===== config.mk =====
export PLATFORM = sky130hd
export DESIGN_NAME = srt_stream_tx_flat
export DESIGN_NICKNAME = d
export VERILOG_FILES = /design/src/rtl/srt_stream_tx_pkg.sv /design/src/rtl/srt_stream_tx_if.sv /design/src/rtl/srt_tx_fifo.sv /design/src/rtl/srt_stream_tx.sv /design/src/flat_wrapper.sv
export SDC_FILE = /design/constraint.sdc
export NUM_CORES = 2
export LEC_CHECK = 0
export ABC_AREA = 1
export CAP_MARGIN = 30
export CORE_MARGIN = 2
export CORE_UTILIZATION = 45
export DETAILED_ROUTE_END_ITERATION = 12
export PLACE_DENSITY_LB_ADDON = 0.05
export REMOVE_ABC_BUFFERS = 1
export SETUP_SLACK_MARGIN = 0.02
export SYNTH_ARGS = -nofsm -noshare
export SYNTH_HDL_FRONTEND = slang
export SYNTH_SLANG_ARGS = --single-unit
export TNS_END_PERCENT = 5

===== constraint.sdc =====
create_clock -name aclk -period 4.4 [get_ports aclk]
set_input_delay 1.32 -clock aclk [delete_from_list [all_inputs] [get_ports aclk]]
set_output_delay 1.32 -clock aclk [all_outputs]
set_load 0.02 [all_outputs]

===== src/rtl/srt_stream_tx_pkg.sv =====
// Shared types and constants for the SRT frame transmitter.
// State encoding, header geometry and coefficient indexing.
package srt_stream_tx_pkg;

    typedef enum logic [1:0] {
        S_IDLE = 2'd0,
        S_HDR  = 2'd1,
        S_PTS  = 2'd2,
        S_DONE = 2'd3
    } state_t;

    localparam int HDR_BEATS = 3;
    localparam int NUM_COEF  = 12;

    // Header beat k, lane j carries coefficient 4k+j.
    function automatic logic [3:0] coef_idx(
        input logic [1:0] beat,
        input logic [1:0] lane
    );
        return {beat, lane};
    endfunction

endpackage


===== src/rtl/srt_stream_tx_if.sv =====
// AXI-Stream bundle between the transmitter and the process block.
// Master drives data/valid/last, slave drives ready.
interface srt_stream_tx_if #(
    parameter int DATA_WIDTH = 16,
    parameter int LANES      = 4
);

    logic [LANES*DATA_WIDTH-1:0] tdata;
    logic                        tvalid;
    logic                        tready;
    logic                        tlast;

    modport master (
        output tdata,
        output tvalid,
        output tlast,
        input  tready
    );

    modport slave (
        input  tdata,
        input  tvalid,
        input  tlast,
        output tready
    );

endinterface


===== src/rtl/srt_tx_fifo.sv =====
// Point buffer: synchronous FIFO with wrap-bit pointers.
// Caller guarantees no push when full and no pop when empty.
module srt_tx_fifo #(
    parameter int WIDTH = 64,
    parameter int DEPTH = 16
) (
    input  logic             aclk,
    input  logic             aresetn,
    input  logic             push,
    input  logic [WIDTH-1:0] din,
    input  logic             pop,
    output logic [WIDTH-1:0] dout,
    output logic             full,
    output logic             empty
);

    localparam int AW = $clog2(DEPTH);

    logic [AW:0]      wr_q;
    logic [AW:0]      rd_q;
    logic [WIDTH-1:0] mem [DEPTH];

    always_ff @(posedge aclk or negedge aresetn) begin
        if (!aresetn) begin
            wr_q <= '0;
            rd_q <= '0;
        end else begin
            if (push) wr_q <= wr_q + (AW+1)'(1);
            if (pop)  rd_q <= rd_q + (AW+1)'(1);
        end
    end

    always_ff @(posedge aclk) begin
        if (push) mem[wr_q[AW-1:0]] <= din;
    end

    assign dout  = mem[rd_q[AW-1:0]];
    assign empty = (wr_q == rd_q);
    // Same slot, opposite lap: the writer is a full ring ahead.
    assign full  = (wr_q[AW] != rd_q[AW]) &&
                   (wr_q[AW-1:0] == rd_q[AW-1:0]);

endmodule


===== src/rtl/srt_stream_tx.sv =====
// Frame builder: 3 matrix header beats then N buffered points.
// Header comes from a shadow bank latched at frame launch.
module srt_stream_tx
    import srt_stream_tx_pkg::*;
#(
    parameter int DATA_WIDTH = 16,
    parameter int LANES      = 4,
    parameter int FIFO_DEPTH = 16,
    parameter int CNT_WIDTH  = 16
) (
    input  logic                        aclk,
    input  logic                        aresetn,
    input  logic                        coef_wr,
    input  logic [3:0]                  coef_addr,
    input  logic [DATA_WIDTH-1:0]       coef_data,
    input  logic [LANES*DATA_WIDTH-1:0] pt_tdata,
    input  logic                        pt_tvalid,
    output logic                        pt_tready,
    input  logic                        start,
    input  logic [CNT_WIDTH-1:0]        num_points,
    srt_stream_tx_if.master             axis,
    output logic                        busy,
    output logic                        done,
    output logic                        start_err
);

    localparam int W = LANES * DATA_WIDTH;

    state_t                state_q;
    state_t                state_d;
    logic [DATA_WIDTH-1:0] coef_q   [NUM_COEF];
    logic [DATA_WIDTH-1:0] shadow_q [NUM_COEF];
    logic [1:0]            hdr_cnt_q;
    logic [CNT_WIDTH-1:0]  pt_cnt_q;
    logic [W-1:0]          data_q;
    logic                  valid_q;
    logic                  last_q;
    logic                  err_q;
    logic                  rdy_q;

    logic [W-1:0] hdr0;
    logic [W-1:0] hdr_nxt;
    logic [W-1:0] fifo_dout;
    logic         fifo_full;
    logic         fifo_empty;
    logic         push;
    logic         pop;
    logic         hs;
    logic         start_ok;
    logic         hdr_end;
    logic         pt_slot;
    logic         ld_hdr0;
    logic         ld_hdr;
    logic         ld_pt;
    logic         drop;

    assign hs       = valid_q & axis.tready;
    assign start_ok = start && (state_q == S_IDLE) &&
                      (num_points != '0);
    assign hdr_end  = (state_q == S_HDR) && hs &&
                      (hdr_cnt_q == 2'(HDR_BEATS-1));
    // rdy_q keeps pt_tready low while reset is applied.
    assign pt_tready = rdy_q & ~fifo_full;
    assign push      = pt_tvalid & pt_tready;

    srt_tx_fifo #(
        .WIDTH (W),
        .DEPTH (FIFO_DEPTH)
    ) u_fifo (
        .aclk    (aclk),
        .aresetn (aresetn),
        .push    (push),
        .din     (pt_tdata),
        .pop     (pop),
        .dout    (fifo_dout),
        .full    (fifo_full),
        .empty   (fifo_empty)
    );

    always_ff @(posedge aclk or negedge aresetn) begin
        if (!aresetn) begin
            for (int i = 0; i < NUM_COEF; i++)
                coef_q[i] <= '0;
        end else if (coef_wr && coef_addr < 4'(NUM_COEF)) begin
            coef_q[coef_addr] <= coef_data;
        end
    end

    always_ff @(posedge aclk or negedge aresetn) begin
        if (!aresetn) begin
            for (int i = 0; i < NUM_COEF; i++)
                shadow_q[i] <= '0;
        end else if (start_ok) begin
            shadow_q <= coef_q;
        end
    end

    // Beat 0 leaves with the launch, so it reads the live bank.
    always_comb begin
        hdr0    = '0;
        hdr_nxt = '0;
        for (int j = 0; j < LANES; j++) begin
            hdr0[j*DATA_WIDTH +: DATA_WIDTH] =
                coef_q[coef_idx(2'd0, 2'(j))];
            hdr_nxt[j*DATA_WIDTH +: DATA_WIDTH] =
                shadow_q[coef_idx(hdr_cnt_q + 2'd1, 2'(j))];
        end
    end

    always_ff @(posedge aclk or negedge aresetn) begin
        if (!aresetn) state_q <= S_IDLE;
        else          state_q <= state_d;
    end

    always_comb begin
        state_d = state_q;
        unique case (state_q)
            S_IDLE: if (start_ok)         state_d = S_HDR;
            S_HDR:  if (hdr_end)          state_d = S_PTS;
            S_PTS:  if (hs && last_q)     state_d = S_DONE;
            S_DONE:                       state_d = S_IDLE;
            default:                      state_d = S_IDLE;
        endcase
    end

    always_comb begin
        busy    = (state_q != S_IDLE);
        done    = (state_q == S_DONE);
        ld_hdr0 = start_ok;
        ld_hdr  = (state_q == S_HDR) && hs && !hdr_end;
        pt_slot = hdr_end ||
                  ((state_q == S_PTS) && (pt_cnt_q != '0) &&
                   (!valid_q || hs));
        ld_pt   = pt_slot && !fifo_empty;
        drop    = hs && !ld_hdr && !ld_pt;
        pop     = ld_pt;
    end

    always_ff @(posedge aclk or negedge aresetn) begin
        if (!aresetn) begin
            data_q  <= '0;
            valid_q <= 1'b0;
            last_q  <= 1'b0;
        end else begin
            unique case (1'b1)
                ld_hdr0: begin
                    data_q  <= hdr0;
                    valid_q <= 1'b1;
                    last_q  <= 1'b0;
                end
                ld_hdr: begin
                    data_q  <= hdr_nxt;
                    valid_q <= 1'b1;
                    last_q  <= 1'b0;
                end
                ld_pt: begin
                    data_q  <= fifo_dout;
                    valid_q <= 1'b1;
                    last_q  <= (pt_cnt_q == CNT_WIDTH'(1));
                end
                drop: begin
                    valid_q <= 1'b0;
                    last_q  <= 1'b0;
                end
                default: ;
            endcase
        end
    end

    // pt_cnt_q counts points not yet loaded into the output register.
    always_ff @(posedge aclk or negedge aresetn) begin
        if (!aresetn) begin
            hdr_cnt_q <= '0;
            pt_cnt_q  <= '0;
            err_q     <= 1'b0;
            rdy_q     <= 1'b0;
        end else begin
            rdy_q <= 1'b1;
            err_q <= start && !start_ok;
            if (ld_hdr0)     hdr_cnt_q <= '0;
            else if (ld_hdr) hdr_cnt_q <= hdr_cnt_q + 2'd1;
            if (start_ok)    pt_cnt_q  <= num_points;
            else if (ld_pt)  pt_cnt_q  <= pt_cnt_q - CNT_WIDTH'(1);
        end
    end

    assign axis.tdata  = data_q;
    assign axis.tvalid = valid_q;
    assign axis.tlast  = last_q;
    assign start_err   = err_q;

endmodule


===== src/flat_wrapper.sv =====
// flat-port wrapper written by rule: the top's interface ports become plain ports
module srt_stream_tx_flat import srt_stream_tx_pkg::*;
#(
    parameter int DATA_WIDTH = 16,
    parameter int LANES      = 4,
    parameter int FIFO_DEPTH = 16,
    parameter int CNT_WIDTH  = 16
)
  (aclk, aresetn, coef_wr, coef_addr, coef_data, pt_tdata, pt_tvalid, pt_tready, start, num_points, busy, done, start_err, axis_tdata, axis_tvalid, axis_tlast, axis_tready);
  srt_stream_tx_if #(.DATA_WIDTH(DATA_WIDTH), .LANES(LANES)) axis_i ();
  input  logic aclk;
  input  logic aresetn;
  input  logic coef_wr;
  input  logic [3:0] coef_addr;
  input  logic [DATA_WIDTH-1:0] coef_data;
  input  logic [LANES*DATA_WIDTH-1:0] pt_tdata;
  input  logic pt_tvalid;
  output logic pt_tready;
  input  logic start;
  input  logic [CNT_WIDTH-1:0] num_points;
  output logic busy;
  output logic done;
  output logic start_err;
  output wire logic [$bits(axis_i.tdata)-1:0] axis_tdata;
  output wire logic [$bits(axis_i.tvalid)-1:0] axis_tvalid;
  output wire logic [$bits(axis_i.tlast)-1:0] axis_tlast;
  input wire logic [$bits(axis_i.tready)-1:0] axis_tready;
  assign axis_tdata = axis_i.tdata;
  assign axis_tvalid = axis_i.tvalid;
  assign axis_tlast = axis_i.tlast;
  assign axis_i.tready = axis_tready;
  srt_stream_tx #(.DATA_WIDTH(DATA_WIDTH), .LANES(LANES), .FIFO_DEPTH(FIFO_DEPTH), .CNT_WIDTH(CNT_WIDTH)) u_core (.aclk(aclk), .aresetn(aresetn), .coef_wr(coef_wr), .coef_addr(coef_addr), .coef_data(coef_data), .pt_tdata(pt_tdata), .pt_tvalid(pt_tvalid), .pt_tready(pt_tready), .start(start), .num_points(num_points), .axis(axis_i), .busy(busy), .done(done), .start_err(start_err));
endmodule

# Yosys cells after proc, flatten, opt, wreduce, memory -nomap -nowiden

Memory sizes are Yosys's and may differ from the RTL's.
Index checks and enable logic that the tools add are counted.

Input bits: 106
Logic and storage cells: 129
Memories: 1
Register bits: 482
Output and inout port bits: 70
RAM bits: 1024

Memory list:

| memory            | words | bits a word | rd ports | clocked after memory_dff | wr ports | line              | RTL |
|---|---|---|---|---|---|---|---|
| u_core.u_fifo.mem | 16    | 64          | 1        | 0                        | 1        | srt_tx_fifo.sv:21 | `logic [WIDTH-1:0] mem [DEPTH];` |

Add/subtract/negate cells: 4
Reductions and logical operators: 35
Equality and inequality tests: 11
Bitwise operators: 9
Muxes and demuxes: 28
Magnitude comparators: 7

Operator list:

| kind                                                      | number |
|---|---|
| binary-select mux 16 bit (select 4 bit)                   | 4 |
| bitwise mux 192 bit                                       | 1 |
| case mux 64 bit (3 select lines)                          | 1 |
| two-way mux 16 bit                                        | 11 |
| demux 16 bit (select 4 bit)                               | 1 |
| nonzero test 16 bit                                       | 2 |
| greater-or-equal comparator 5 bit (second input constant) | 5 |
| NOT 4 -> 5 bit                                            | 5 |
| equality test 16 x 1 -> 1 bit (second input constant)     | 1 |
| subtractor 16 x 1 -> 16 bit (second input constant)       | 1 |
| logical AND 1 bit                                         | 15 |
| adder 5 x 1 -> 5 bit (second input constant)              | 2 |
| two-way mux 2 bit                                         | 5 |
| nonzero test 2 bit                                        | 5 |
| case mux 2 bit (4 select lines)                           | 1 |
| equality test 2 bit (second input constant)               | 3 |
| zero test 1 bit                                           | 6 |
| != test 2 x 1 -> 1 bit (second input constant)            | 3 |
| OR reduction 3 bit                                        | 2 |
| equality test 5 bit                                       | 1 |
| < comparator 5 x 1 -> 1 bit (second input constant)       | 1 |
| equality test 4 bit                                       | 1 |
| < comparator 4 bit (second input constant)                | 1 |
| case mux 1 bit (2 select lines)                           | 2 |
| 10 further kinds                                          | 14 |

# Logic depth before layout (Yosys ltp)

Word-level depth: 10
Depth in mapped cells: 15
Gate-level depth less buffers: 13

# Modules after synthesis

From an unflattened synthesis, not the netlist that was laid out.

Cell total of the unflattened synthesis: 6936
Area total of the unflattened synthesis: 66067.1 sq um

By module, submodules not included:

| module        | instances | seq. area each (sq um) | cells an instance | area each (sq um) |
|---|---|---|---|---|
| srt_tx_fifo   | 1         | 30999.7                | 4440              | 45016.9 |
| srt_stream_tx | 1         | 11811.3                | 2496              | 21050.2 |

# Worst setup path after synthesis

OpenSTA, ideal clock, no wires.

Path kind: in2reg
Start: input port pt_tvalid
End: memory u_core.u_fifo.mem[11][0], enable pin
Path buffers: 0
Library setup time: 487 ps
Stages: 4
Slack: -557 ps
Arrival time: 4470 ps
Required time: 3913 ps
Path through: inv_1 nor2_2 nand2_1 nor2_1

Word-level cells in the longest chain between the ends: 3

RTL lines:

| element                                 | line                | RTL |
|---|---|---|
| start: declaration                      | flat_wrapper.sv:17  | `input logic pt_tvalid;` |
| AND 1 bit                               | srt_stream_tx.sv:64 | `assign push = pt_tvalid & pt_tready;` |
| two-way mux 1 bit                       | srt_tx_fifo.sv:34   | `if (push) mem[wr_q[AW-1:0]] <= din;` |
| two-way mux 1 bit (implied by the code) | srt_tx_fifo.sv:34   |  |
| end: declaration                        | srt_tx_fifo.sv:21   |  |

Every way passes these cells.

# Worst setup path after layout

Start: register u_core.u_fifo.rd_q[1]
End: output port pt_tready

Word-level cells in the longest chain between the ends: 4

RTL lines:

| element                  | line                | RTL |
|---|---|---|
| start: declaration       | srt_tx_fifo.sv:20   | `logic [AW:0] rd_q;` |
| start signal: assignment | srt_tx_fifo.sv:29   | `if (pop) rd_q <= rd_q + (AW+1)'(1);` |
| equality test 4 bit      | srt_tx_fifo.sv:41   | `(wr_q[AW-1:0] == rd_q[AW-1:0]);` |
| logical AND 1 bit        | srt_tx_fifo.sv:40   | `assign full = (wr_q[AW] != rd_q[AW]) &&` |
| NOT 1 bit                | srt_stream_tx.sv:63 | `assign pt_tready = rdy_q & ~fifo_full;` |
| AND 1 bit                | srt_stream_tx.sv:63 |  |
| end: declaration         | flat_wrapper.sv:18  | `output logic pt_tready;` |

Every way passes these cells.

==> results.py <==
metrics = {
    "detailed_routing": {
        "drt_iter0_markers": 3994,
        "drc": 0,
        "dr.pass1.iters": 5,
        "via_count": 44100,
        "wl_per_cell_um": 23.1,
        "antenna_left": 0,
        "wl_mm": 188,
        "vias_per_cell": 5.40,
    },
    "power_and_ir_drop": {
        "vdd_drop_max_v": 0.000325,
        "power_density_nw_per_um2": 431,
        "p_leak_nw": 29.4,
    },
    "setup_path": {
        "critPathMaxFanout": 30,
        "critPathLaunchType": "flop",
        "r2r-end": "u_core.u_fifo.mem[5][14]",
        "rrSetupSlack_ns": 0.86,
        "end_kind": "primary output",
        "crit_type": "flop to primary output",
        "r2r_start": "u_core.u_fifo.rd_q[1]",
        "cp.required_ns": 3.08,
        "crit_arrival_ns": 2.83,
        "rr_worst_depth": 10,
    },
    "global_routing": {
        "grt_max_degree": 193,
        "grt_usage": 0.266,
        "overflow": 0,
        "antenna_found_initial": 6,
        "grt_pass1_wl_mm": 283,
        "first_global_vias": 43000,
    },
    "logic_synthesis": {
        "syn_area_per_cell_um2": 10.2,
        "ys_seq_elements": 1506,
        "synthesis.area_um2": 62600,
        "synth_seq_area_share": 0.684,
        "synthDistinctLibCells": 32,
        "synthCells": 6114,
        "ys_warn_count": 0,
    },
    "flow_run": {
        "drv_cap": 0,
    },
    "final_layout": {
        "synthToLayoutAreaGrowth_pct": 15.4,
        "layout_commonest_cell": "nand2_1",
        "drive_above_1_share": 0.0656,
        "final_cell_mix": "nand2_1 (2102), nand3_1 (1056), edfxtp_1 (1024), dfrtp_1 (477), inv_1 (387)",
        "fin_util": 0.525,
        "final_nets": 6361,
    },
    "placement": {
        "gp_congestion": 0.805,
        "port_buffers": 175,
        "dp.final_hpwl_mm": 106,
    },
    "clocking": {
        "clk_latency_ns": 0.80,
        "cts_buffer_depth": 3,
        "hold_buffers": 0,
        "root_buffer": "clkbuf_16",
        "cts_buffers": 161,
        "clkSinkCount": 1506,
        "htreeDepth": 4,
        "ctsResizeCount": 0,
        "cts_setup_buffers": 0,
        "clk_pin_slew_ns": 0.06,
        "tritoncts": "done",
    },
    "floorplan": {
        "fp.dieH_um": 377,
        "core_area_um2": 138000,
        "rows": 136,
        "dieArea_um2": 142000,
        "start_util": 0.454,
        "die_x_um": 377,
        "io_pins": 176,
    },
    "timing": {
        "setup_violations": 0,
        "slew_viol_final": 0,
        "worst_slew_pin_slew_ns": 1.12,
        "period_needed_ns": 4.15,
        "grt_setup_unrepaired": "no",
        "slew-limit-headroom": 0.253,
        "max_freq_ghz": 0.241,
        "fin_tns_setup_ns": 0,
        "finalHoldViolations": 0,
        "skew_ns": 0.0241,
        "layout_worst_path_cycle_share": 0.944,
    },
    "status": {
        "status": "completed",
    },
    "worst_hold_path": {
        "hold_path_class": "input pin to asynchronous set/reset pin",
    },
}
layer usage:
metal / track usage / wire, um / up-vias
met4: 0.0731 / 4120 / 4
met3: 0.0372 / 10400 / 245
met1: 0.371 / 83000 / 21900
met5: 0 / 24 / -
met2: 0.438 / 90700 / 1276
li1: - / - / 20600
cell families (layout without fill, tap and decap cells):
| family | Yosys count | in the layout | share of synthesized area |
|---|---|---|---|
| simple gates | 3373 | 3373 | 0.224 |
| xor+xnor | 19 | 19 | 0.00266 |
| flops | 1506 | 1506 | 0.684 |
| other cells | 1 | 4 | 0.0000599 |
| fa+ha+maj | 13 | 13 | 0.00260 |
| buf+inv | 767 | 1024 | 0.0498 |
| compound gates | 435 | 435 | 0.0374 |
registers in the layout (all words and copies together), names as in the netlist:
signal / count
u_core.shadow_q: 192
u_core.rdy_q: 1
u_core.u_fifo.rd_q: 5
u_core.axis.tvalid: 1
u_core.pt_cnt_q: 16
u_core.coef_q: 192
u_core.axis.tlast: 1
u_core.hdr_cnt_q: 2
u_core.u_fifo.mem: 1024
u_core.start_err: 1
u_core.u_fifo.wr_q: 5
u_core.axis.tdata: 64
u_core.state_q: 2
stage by stage:
step	instance area [um^2]	std cells	hold WS [ns]	setup slack [ns]	power (mW)
2_1_floorplan	61000	5747	0.442	-18.13	17.3
3_3_place_gp	67200	7872	0.449	0.307	18.3
3_5_place_dp	67200	7873	0.451	0.333	18.3
4_1_cts	72300	8165	0.451	0.148	31.4
5_1_grt	72300	8167	0.450	0.0280	32.2
6_report	72300	8168	0.461	0.246	31.1
report_power, final:
group,internal [mW],total (mW),switching (mW),leakage (nW)
clock network,7.41,13.1,5.71,2.47
logic,0.508,1.70,1.20,11.6
registers,16.0,16.3,0.288,15.3
total,23.9,31.1,7.20,29.4
synthesized netlist by cell type:
cell,n,area share
o21bai_1,62,0.0074
dfrtp_1,482,0.19
ha_1,13,0.0026
inv_1,389,0.023
nor2_4,1,0.00018
xor2_1,10,0.0014
a21boi_0,1,0.00012
nor3_1,4,0.00032
nor2_1,199,0.012
o211ai_1,1,0.00012
nand2_2,2,0.00020
buf_4,12,0.0014
o21ai_1,1,0.000080
nand2_4,1,0.00018
nand3_1,1056,0.084
o21a_1,1,0.00012
edfxtp_1,1024,0.49
xnor2_1,9,0.0013
buf_2,113,0.0090
nand3b_1,1,0.00012
clkinv_1,4,0.00024
buf_6,7,0.0013
clkbuf_1,179,0.011
buf_1,56,0.0034
nor4_1,1,0.00010
conb_1,1,0.000060
a21oi_1,3,0.00024
inv_2,7,0.00042
o21ai_0,366,0.029
nor2_2,3,0.00030
nand2_1,2103,0.13
nand4_1,2,0.00020
worst max-delay path by stage:
| stage | start | endpoint | slack [ns] | depth (start not counted) |
|---|---|---|---|---|
| after floorplan | u_core.u_fifo.rd_q[0] | u_core.pt_cnt_q[10] | -18.13 | 9 |
| after global placement | pt_tvalid | u_core.u_fifo.mem[5][22] | 0.31 | 6 |
| after detailed placement | pt_tvalid | u_core.u_fifo.mem[5][20] | 0.33 | 6 |
| after CTS | u_core.u_fifo.rd_q[1] | pt_tready | 0.15 | 8 |
| after global routing | u_core.u_fifo.rd_q[1] | pt_tready | 0.03 | 8 |
| final | u_core.u_fifo.rd_q[1] | pt_tready | 0.25 | 8 |
cell type report:
class	count	area, um^2
inverter	400	1530
tap	1794	2240
clock inverter	60	543
multi-input combinational	3841	16900
antenna	3	7.51
sequential	1506	42800
clock buffer	232	4520
timing repair buffer	332	3760
fill	12400	65500
critical path: stages, from the launching register on:
cell and delay, ns:
dfrtp_4 0.65, inv_8 0.28, nand2_1 0.08, nand2_1 0.07
nor2_1 0.05, nand3_1 0.10, nand2_1 0.10, inv_1 0.08
clkdlybuf4s50_1 0.63
(Power assumes the default switching activity.)
